[config.mk]
export PLATFORM = sky130hd
export DESIGN_NAME = dmem_arbiter_rv32i
export DESIGN_NICKNAME = d
export VERILOG_FILES = /design/src/rtl/dmem_arbiter_rv32i_pkg.sv /design/src/rtl/dmem_arb_pick.sv /design/src/rtl/dmem_arbiter_rv32i.sv
export SDC_FILE = /design/constraint.sdc
export NUM_CORES = 1
export LEC_CHECK = 0
export ABC_CLOCK_PERIOD_IN_PS = 1600
export CORE_MARGIN = 1.5
export CORE_UTILIZATION = 38
export CTS_BUF_LIST = sky130_fd_sc_hd__clkbuf_4 sky130_fd_sc_hd__clkbuf_8 sky130_fd_sc_hd__clkbuf_16
export DETAILED_ROUTE_END_ITERATION = 7
export PLACE_DENSITY_LB_ADDON = 0.1
export SLEW_MARGIN = 10
export SYNTH_ARGS = -nofsm -noshare
export SYNTH_HDL_FRONTEND = slang
export SYNTH_HIERARCHICAL = 1
export SYNTH_SLANG_ARGS = --single-unit
export TNS_END_PERCENT = 10
[constraint.sdc]
create_clock -name clock -period 1.6 [get_ports clock]
set_input_delay 0.16 -clock clock [delete_from_list [all_inputs] [get_ports clock]]
set_output_delay 0.16 -clock clock [all_outputs]
set_load 0.1 [all_outputs]
[src/rtl/dmem_arbiter_rv32i_pkg.sv]
// dmem_arbiter_rv32i_pkg: shared encodings for storetype, access owner and sequencer state
package dmem_arbiter_rv32i_pkg;
  typedef enum logic [1:0] {ST_BYTE = 2'b00, ST_HALF = 2'b01, ST_WORD = 2'b10, ST_BAD = 2'b11} st_e;
  typedef enum logic {OWN_CPU = 1'b0, OWN_DBG = 1'b1} own_e;
  typedef enum logic {S_IDLE = 1'b0, S_ACCESS = 1'b1} state_e;
endpackage

[src/rtl/dmem_arb_pick.sv]
// dmem_arb_pick: combinational winner select (idle_i/cpu_req_i/dbg_req_i/last_i/burst_i in; any_o/win_o/burst_o out) with DBG burst counter next state
module dmem_arb_pick
  import dmem_arbiter_rv32i_pkg::*;
#(
  parameter int ARB_MODE      = 0,
  parameter int MAX_DBG_BURST = 4
) (
  input  logic       idle_i,
  input  logic       cpu_req_i,
  input  logic       dbg_req_i,
  input  own_e       last_i,
  input  logic [3:0] burst_i,
  output logic       any_o,
  output own_e       win_o,
  output logic [3:0] burst_o
);
  logic rr_dbg, fp_dbg;
  always_comb begin
    any_o   = idle_i && (cpu_req_i || dbg_req_i);
    rr_dbg  = dbg_req_i && (!cpu_req_i || last_i == OWN_CPU);
    fp_dbg  = dbg_req_i && !(cpu_req_i && burst_i == 4'(MAX_DBG_BURST));
    win_o   = ((ARB_MODE == 1) ? fp_dbg : rr_dbg) ? OWN_DBG : OWN_CPU;
    burst_o = (!cpu_req_i || (any_o && win_o == OWN_CPU)) ? 4'd0 :
              (any_o && burst_i != 4'hf) ? burst_i + 4'd1 : burst_i;
  end
endmodule

[src/rtl/dmem_arbiter_rv32i.sv]
// dmem_arbiter_rv32i: CPU/DBG data-memory arbiter (req/we/storetype/addr/wdata in, gnt/rvalid/rdata/err out per side; cu_store/cu_storetype/dmem_addr/rs2 out, dmem_out in)
module dmem_arbiter_rv32i
  import dmem_arbiter_rv32i_pkg::*;
#(
  parameter int ARB_MODE      = 0,
  parameter int MAX_DBG_BURST = 4,
  parameter int MEM_BYTES     = 1024
) (
  input  logic        clock,
  input  logic        reset_n,
  input  logic        cpu_req,
  input  logic        cpu_we,
  input  logic [1:0]  cpu_storetype,
  input  logic [31:0] cpu_addr,
  input  logic [31:0] cpu_wdata,
  output logic        cpu_gnt,
  output logic        cpu_rvalid,
  output logic [31:0] cpu_rdata,
  output logic        cpu_err,
  input  logic        dbg_req,
  input  logic        dbg_we,
  input  logic [1:0]  dbg_storetype,
  input  logic [31:0] dbg_addr,
  input  logic [31:0] dbg_wdata,
  output logic        dbg_gnt,
  output logic        dbg_rvalid,
  output logic [31:0] dbg_rdata,
  output logic        dbg_err,
  output logic        cu_store,
  output logic [1:0]  cu_storetype,
  output logic [31:0] dmem_addr,
  output logic [31:0] rs2,
  input  logic [31:0] dmem_out
);
  state_e      state_q;
  own_e        own_q, last_q, win;
  logic        we_q, err_q, any, acc, we_w, err_w;
  logic [1:0]  st_q, st_w;
  logic [31:0] addr_q, wdata_q, addr_w, wdata_w, cpu_rdata_q, dbg_rdata_q;
  logic        cpu_rvalid_q, dbg_rvalid_q, cpu_err_q, dbg_err_q;
  logic [3:0]  burst_q, burst_d;
  dmem_arb_pick #(.ARB_MODE(ARB_MODE), .MAX_DBG_BURST(MAX_DBG_BURST)) u_pick (
    .idle_i   (state_q == S_IDLE),
    .cpu_req_i(cpu_req),
    .dbg_req_i(dbg_req),
    .last_i   (last_q),
    .burst_i  (burst_q),
    .any_o    (any),
    .win_o    (win),
    .burst_o  (burst_d)
  );
  always_comb begin
    acc     = state_q == S_ACCESS;
    we_w    = win == OWN_DBG ? dbg_we : cpu_we;
    st_w    = win == OWN_DBG ? dbg_storetype : cpu_storetype;
    addr_w  = win == OWN_DBG ? dbg_addr : cpu_addr;
    wdata_w = win == OWN_DBG ? dbg_wdata : cpu_wdata;
    err_w   = addr_w >= 32'(MEM_BYTES) || st_w == ST_BAD ||
              (st_w == ST_HALF && addr_w[0]) || (st_w == ST_WORD && addr_w[1:0] != 2'b00);
  end
  assign cpu_gnt      = reset_n && any && win == OWN_CPU;
  assign dbg_gnt      = reset_n && any && win == OWN_DBG;
  // reset_n gates the write directly so a store caught by reset never lands
  assign cu_store     = reset_n && acc && we_q && !err_q;
  assign cu_storetype = acc ? st_q : 2'b00;
  assign dmem_addr    = acc ? addr_q : 32'd0;
  assign rs2          = acc ? wdata_q : 32'd0;
  assign cpu_rvalid   = cpu_rvalid_q;
  assign cpu_rdata    = cpu_rdata_q;
  assign cpu_err      = cpu_err_q;
  assign dbg_rvalid   = dbg_rvalid_q;
  assign dbg_rdata    = dbg_rdata_q;
  assign dbg_err      = dbg_err_q;
  always_ff @(posedge clock) begin
    if (!reset_n) begin
      state_q      <= S_IDLE;
      own_q        <= OWN_CPU;
      last_q       <= OWN_DBG;
      burst_q      <= 4'd0;
      we_q         <= 1'b0;
      err_q        <= 1'b0;
      st_q         <= 2'b00;
      addr_q       <= 32'd0;
      wdata_q      <= 32'd0;
      cpu_rdata_q  <= 32'd0;
      dbg_rdata_q  <= 32'd0;
      cpu_rvalid_q <= 1'b0;
      dbg_rvalid_q <= 1'b0;
      cpu_err_q    <= 1'b0;
      dbg_err_q    <= 1'b0;
    end else begin
      burst_q      <= burst_d;
      cpu_rvalid_q <= acc && own_q == OWN_CPU;
      dbg_rvalid_q <= acc && own_q == OWN_DBG;
      cpu_err_q    <= acc && own_q == OWN_CPU && err_q;
      dbg_err_q    <= acc && own_q == OWN_DBG && err_q;
      if (acc) begin
        state_q <= S_IDLE;
        if (own_q == OWN_CPU) cpu_rdata_q <= err_q ? 32'd0 : dmem_out;
        else dbg_rdata_q <= err_q ? 32'd0 : dmem_out;
      end else if (any) begin
        state_q <= S_ACCESS;
        own_q   <= win;
        last_q  <= win;
        we_q    <= we_w;
        st_q    <= st_w;
        addr_q  <= addr_w;
        wdata_q <= wdata_w;
        err_q   <= err_w;
      end
    end
  end
endmodule

### Word level (Yosys, flattened, before mapping)

Cells that the tools add are included.

| cells by class | value |
|---|---|
| add/subtract/negate cells | 0 |
| multiply operators | 0 |
| divide/modulo/power cells | 0 |
| $lt $le $gt $ge | 1 |
| eq/ne operators | 3 |
| shifts and indexed selects | 0 |
| mux-type cells | 10 |
| bitwise logic cells | 5 |
| reductions and logical operators | 26 |

Operators by type and width:

| operator | number |
|---|---|
| 2-to-1 mux 32 bit | 5 |
| >= comparator 32 x 11 -> 1 bit (second input constant) | 1 |
| logical AND 1 bit | 14 |
| AND reduction 2 bit | 3 |
| logical OR 1 bit | 5 |
| inverter 1 bit | 5 |
| == test 2 bit (second input constant) | 2 |
| 2-to-1 mux 2 bit | 2 |
| 2-to-1 mux 1 bit | 3 |
| == test 2 x 1 -> 1 bit (second input constant) | 1 |
| logical NOT 1 bit | 2 |
| nonzero test 2 bit | 1 |
| OR reduction 2 bit | 1 |

| storage, ports and cells | value |
|---|---|
| register bits after elaboration | 139 |
| latch bits | 0 |
| RAM bits | 0 |
| memory bits (read-only) | 0 |
| bits of input ports | 170 |
| logic and storage cells | 59 |
| memories kept | 0 |

### Depth between registers and ports, before layout

| depth | value |
|---|---|
| depth in word-level cells | 9 |
| depth in mapped cells | 9 |

### Cells and area by module

Netlist, hierarchy kept.

By module, submodules not included:

| module | instances | cells an instance | area each (um^2) | sequential area each (um^2) |
|---|---|---|---|---|
| dmem_arbiter_rv32i | 1 | 748 | 6,727.7 | 2,862.7 |
| dmem_arb_pick | 1 | 22 | 135.1 | 0.0 |

### Worst setup path after synthesis

Ideal clock, no wire load.

| path | value |
|---|---|
| kind | register to output |
| from | register state_q (netlist: acc) |
| to | output port cpu_gnt |
| arrival time | 2.034 ns |
| setup slack | -0.594 ns |
| stages on the path, launching flop included | 7 |
| path buffers | 1 |
| path through | dfxtp_1 > buf_6 > inv_2 > o21ai_2 > inv_1 > nand2_1 > nor2_1 |

| on the way | value |
|---|---|
| word-level cells in the longest chain between the ends | 4 |

RTL lines:

| item | RTL line | RTL |
|---|---|---|
| start, declared | dmem_arbiter_rv32i.sv:35 | `state_e state_q;` |
| start signal, assigned | dmem_arbiter_rv32i.sv:76 | `state_q <= S_IDLE;` |
| start signal, assigned | dmem_arbiter_rv32i.sv:98 | `state_q <= S_IDLE;` |
| start signal, assigned | dmem_arbiter_rv32i.sv:102 | `state_q <= S_ACCESS;` |
| inverter 1 bit (no line) | -- |  |
| logical AND 1 bit | dmem_arb_pick.sv:19 | `any_o = idle_i && (cpu_req_i \|\| dbg_req_i);` |
| named net any | dmem_arbiter_rv32i.sv:37 | `logic we_q, err_q, any, acc, we_w, err_w;` |
| logical AND 1 bit (2 in a row) | dmem_arbiter_rv32i.sv:61 | `assign cpu_gnt = reset_n && any && win == OWN_CPU;` |
| end, declared | dmem_arbiter_rv32i.sv:16 | `output logic cpu_gnt,` |

The timed path passes the listed nets, and every way through them passes these cells.

### Final worst setup path

| path | value |
|---|---|
| from | register last_q |
| to | output port dbg_gnt |

| on the way | value |
|---|---|
| word-level cells in the longest chain between the ends | 5 |

RTL lines:

| item | RTL line | RTL |
|---|---|---|
| start, declared | dmem_arbiter_rv32i.sv:36 | `own_e own_q, last_q, win;` |
| start signal, assigned | dmem_arbiter_rv32i.sv:104 | `last_q <= win;` |
| inverter 1 bit | dmem_arb_pick.sv:20 | `rr_dbg = dbg_req_i && (!cpu_req_i \|\| last_i == OWN_CPU);` |
| logical OR 1 bit | dmem_arb_pick.sv:20 |  |
| logical AND 1 bit | dmem_arb_pick.sv:20 |  |
| 2-to-1 mux 1 bit | dmem_arb_pick.sv:22 | `win_o = ((ARB_MODE == 1) ? fp_dbg : rr_dbg) ? OWN_DBG : OWN_CPU;` |
| named net win | dmem_arbiter_rv32i.sv:36 |  |
| logical AND 1 bit | dmem_arbiter_rv32i.sv:62 | `assign dbg_gnt = reset_n && any && win == OWN_DBG;` |
| end, declared | dmem_arbiter_rv32i.sv:25 | `output logic dbg_gnt,` |

The timed path passes the listed nets, and every way through them passes these cells.

==> qor.yml <==
run_status:
  outcome: "finished, violations left"
  failed_checks: "setup timing"
timing:
  finalHoldViolations: 0
  slew_viol_final: 0
  min_period_ns: 1.619
  fmax_mhz: 617.5
  setup_viol: 3
  rsz0062_at_grt: "true"
  period_share: 1.012
  holdWs_ns: 0.07528
  maxSlewHeadroom: 0.7466
  fin_ws_ns: -0.01938
  final.setup_skew_ns: 0.009231
  finalSetupTns_ns: -0.03699
  worst_slew_pin_slew_ns: 0.3767
final_layout:
  final_cell_area_sq_um: 12330
  nNetsFinal: 1220
  n_antenna_cell: 0
  layout-area-overhead-vs-synth_pct: 85.59
  drive_gt1_frac: 0.2437
setup_path:
  slowest_stage: "dfxtp_1"
  setup.worst_path.start: "last_q"
  reg2reg_to: "wdata_q[31]"
  r2r-start: "last_q"
  r2r_cells: 7
  critPathBufInv: 2
  slowest_delay_ns: 0.36
  crit_path_end: "dbg_gnt"
  cp.depth: 4
  cp.required_ns: 1.44
  worstSetupStartpointType: "flop"
  path_max_fanout: 3
  cp-end-kind: "output pin"
  crit_arrival_ns: 1.46
  cp_cell_sequence: "a21boi_4 -> buf_8 -> and3_4 -> buf_12"
  crit_type: "flop to output pin"
  r2r_slack_ns: 0.07
  crit_family: "flip-flops"
min_path:
  hp-class: "input port to flop"
routing:
  route.detailed.drc: 0
  antenna_left: 0
  drtIter0Drc: 283
  via_per_inst: 4.890
  finalWirelength_um: 21400
  routedWlPerCell_um: 16.61
  num_vias: 6298
  firstDrtPassIters: 5
clock_network:
  cts-root-buf: "clkbuf_16"
  cts_buffers: 17
  clock_path_buffers: 2
  clk-insertion-delay-late_ns: 0.42
  h-tree-depth: 4
  cts.sinks: 139
  cts_hold_buffers: 0
  clk_pin_slew_ns: 0.06
  cts_tree: "yes"
floorplan:
  start_util: 0.3867
  dieArea_sq_um: 18280
  dieWidth_um: 135.2
  core-area_sq_um: 17180
  ios: 307
  rows: 48
  die_h_um: 135.2
logic_synthesis:
  synthCells: 743
  synth_area_sq_um: 6643
  syn_area_per_cell_sq_um: 8.940
  synth_fp_nets: 913
  ys_warn_count: 6
flow_run:
  cap_viol_max_count: 0
power_and_ir_drop:
  p_leak_uw: 0.005383
  ir_drop_uv: 760.6
  powerDensity_nw_per_um2: 928.5
global_routing:
  grt_pass1_vias: 6316
  antenna_found_initial: 1
  grt_max_degree: 53
  globalRoute.totalOverflow: 0
  track_usage: 0.2289
  grt_pass1_wl_um: 32450
placed_design:
  gp_congestion: 0.8101
  post-place-ws_ns: -0.2754
  dpl-instance-area_sq_um: 11480
  portBuffers: 306
  hpwl_um: 15530
worst min-delay path by stage:
| stage | startpoint | end | depth (start not counted) |
|---|---|---|---|
| 2_1_floorplan | cpu_addr[23] | addr_q[23] | 3 |
| 3_3_place_gp | addr_q[7] | addr_q[7] | 1 |
| 3_5_place_dp | addr_q[19] | addr_q[19] | 1 |
| 4_1_cts | reset_n | last_q | 2 |
| 5_1_grt | reset_n | last_q | 2 |
| 6_report | reset_n | last_q | 2 |
what timing repair did:
item                       4_1_cts  5_1_grt
pin swaps                        2        2
gates resized for setup          5       45
setup endpoints to repair       30       85
hold endpoints to repair         0        0
cloned                           0        3
setup buffers                    2        1
flip-flops by register name, summed over array words and instances, names as in the netlist, 2 cells and up:
register / cells
dbg_rdata: 32
st_q: 2
wdata_q: 32
addr_q: 32
cpu_rdata: 32
cell usage in the layout, fill, tap and decap left out, types with 2 or more instances in the layout:
cell type,instances
a21boi_0,14
nand2_1,202
mux2i_4,3
nor4_1,7
clkdlybuf4s50_1,168
nor2_1,5
clkinv_4,2
nor2_4,2
o211a_1,67
nor2b_1,24
a21boi_1,51
clkbuf_16,20
buf_12,153
nand3_1,2
mux2i_2,4
clkinvlp_4,3
mux2i_1,61
o21ai_0,2
dfxtp_1,138
nor3_1,2
and2b_1,8
bufinv_16,2
clkbuf_8,2
buf_6,4
buf_4,23
and2_1,42
clkinv_2,3
inv_6,3
and2_4,25
nand4_1,3
through the flow:
| stage | cells | power (uW) | util |
|---|---|---|---|
| final | 1288 | 11450 | 0.7177 |
| after global routing | 1288 | 11900 | 0.7177 |
| after CTS | 1284 | 11440 | 0.7044 |
| after detailed placement | 1250 | 7445 | 0.6681 |
| after global placement | 1250 | 7406 | 0.6681 |
| after floorplan | 743 | 5960 | - |
worst register-to-register path, stage by stage, from the launching register on:
cell	delay, ns
dfxtp_1	0.36
a21boi_4	0.19
buf_8	0.14
buf_6	0.16
buf_12	0.15
mux2i_2	0.25
nand2_1	0.08
o211a_1	0.12
where the power goes:
part	switching [uW]	total, uW	internal (uW)
sequential	179	3920	3740
combinational	1970	3580	1610
clock	1560	3940	2390
layout make-up:
class | count | area [sq um]
tap | 225 | 281.5
clock inverter | 13 | 141.4
clock buffer | 19 | 452.9
fill | 1346 | 4848
inverter | 2 | 10.01
multi-input combinational | 538 | 3603
sequential | 139 | 2786
timing repair buffer | 352 | 5052
routing by layer:
layer  up-vias  GRT usage  routed length [um]
li1       3119          -                   -
met1      2922     0.2566                8449
met2       219     0.4005               10830
met3        36    0.07632                1514
met4         2    0.08901                 595
met5         -          0                  13
Note: power is estimated with default switching activity, not from simulation.
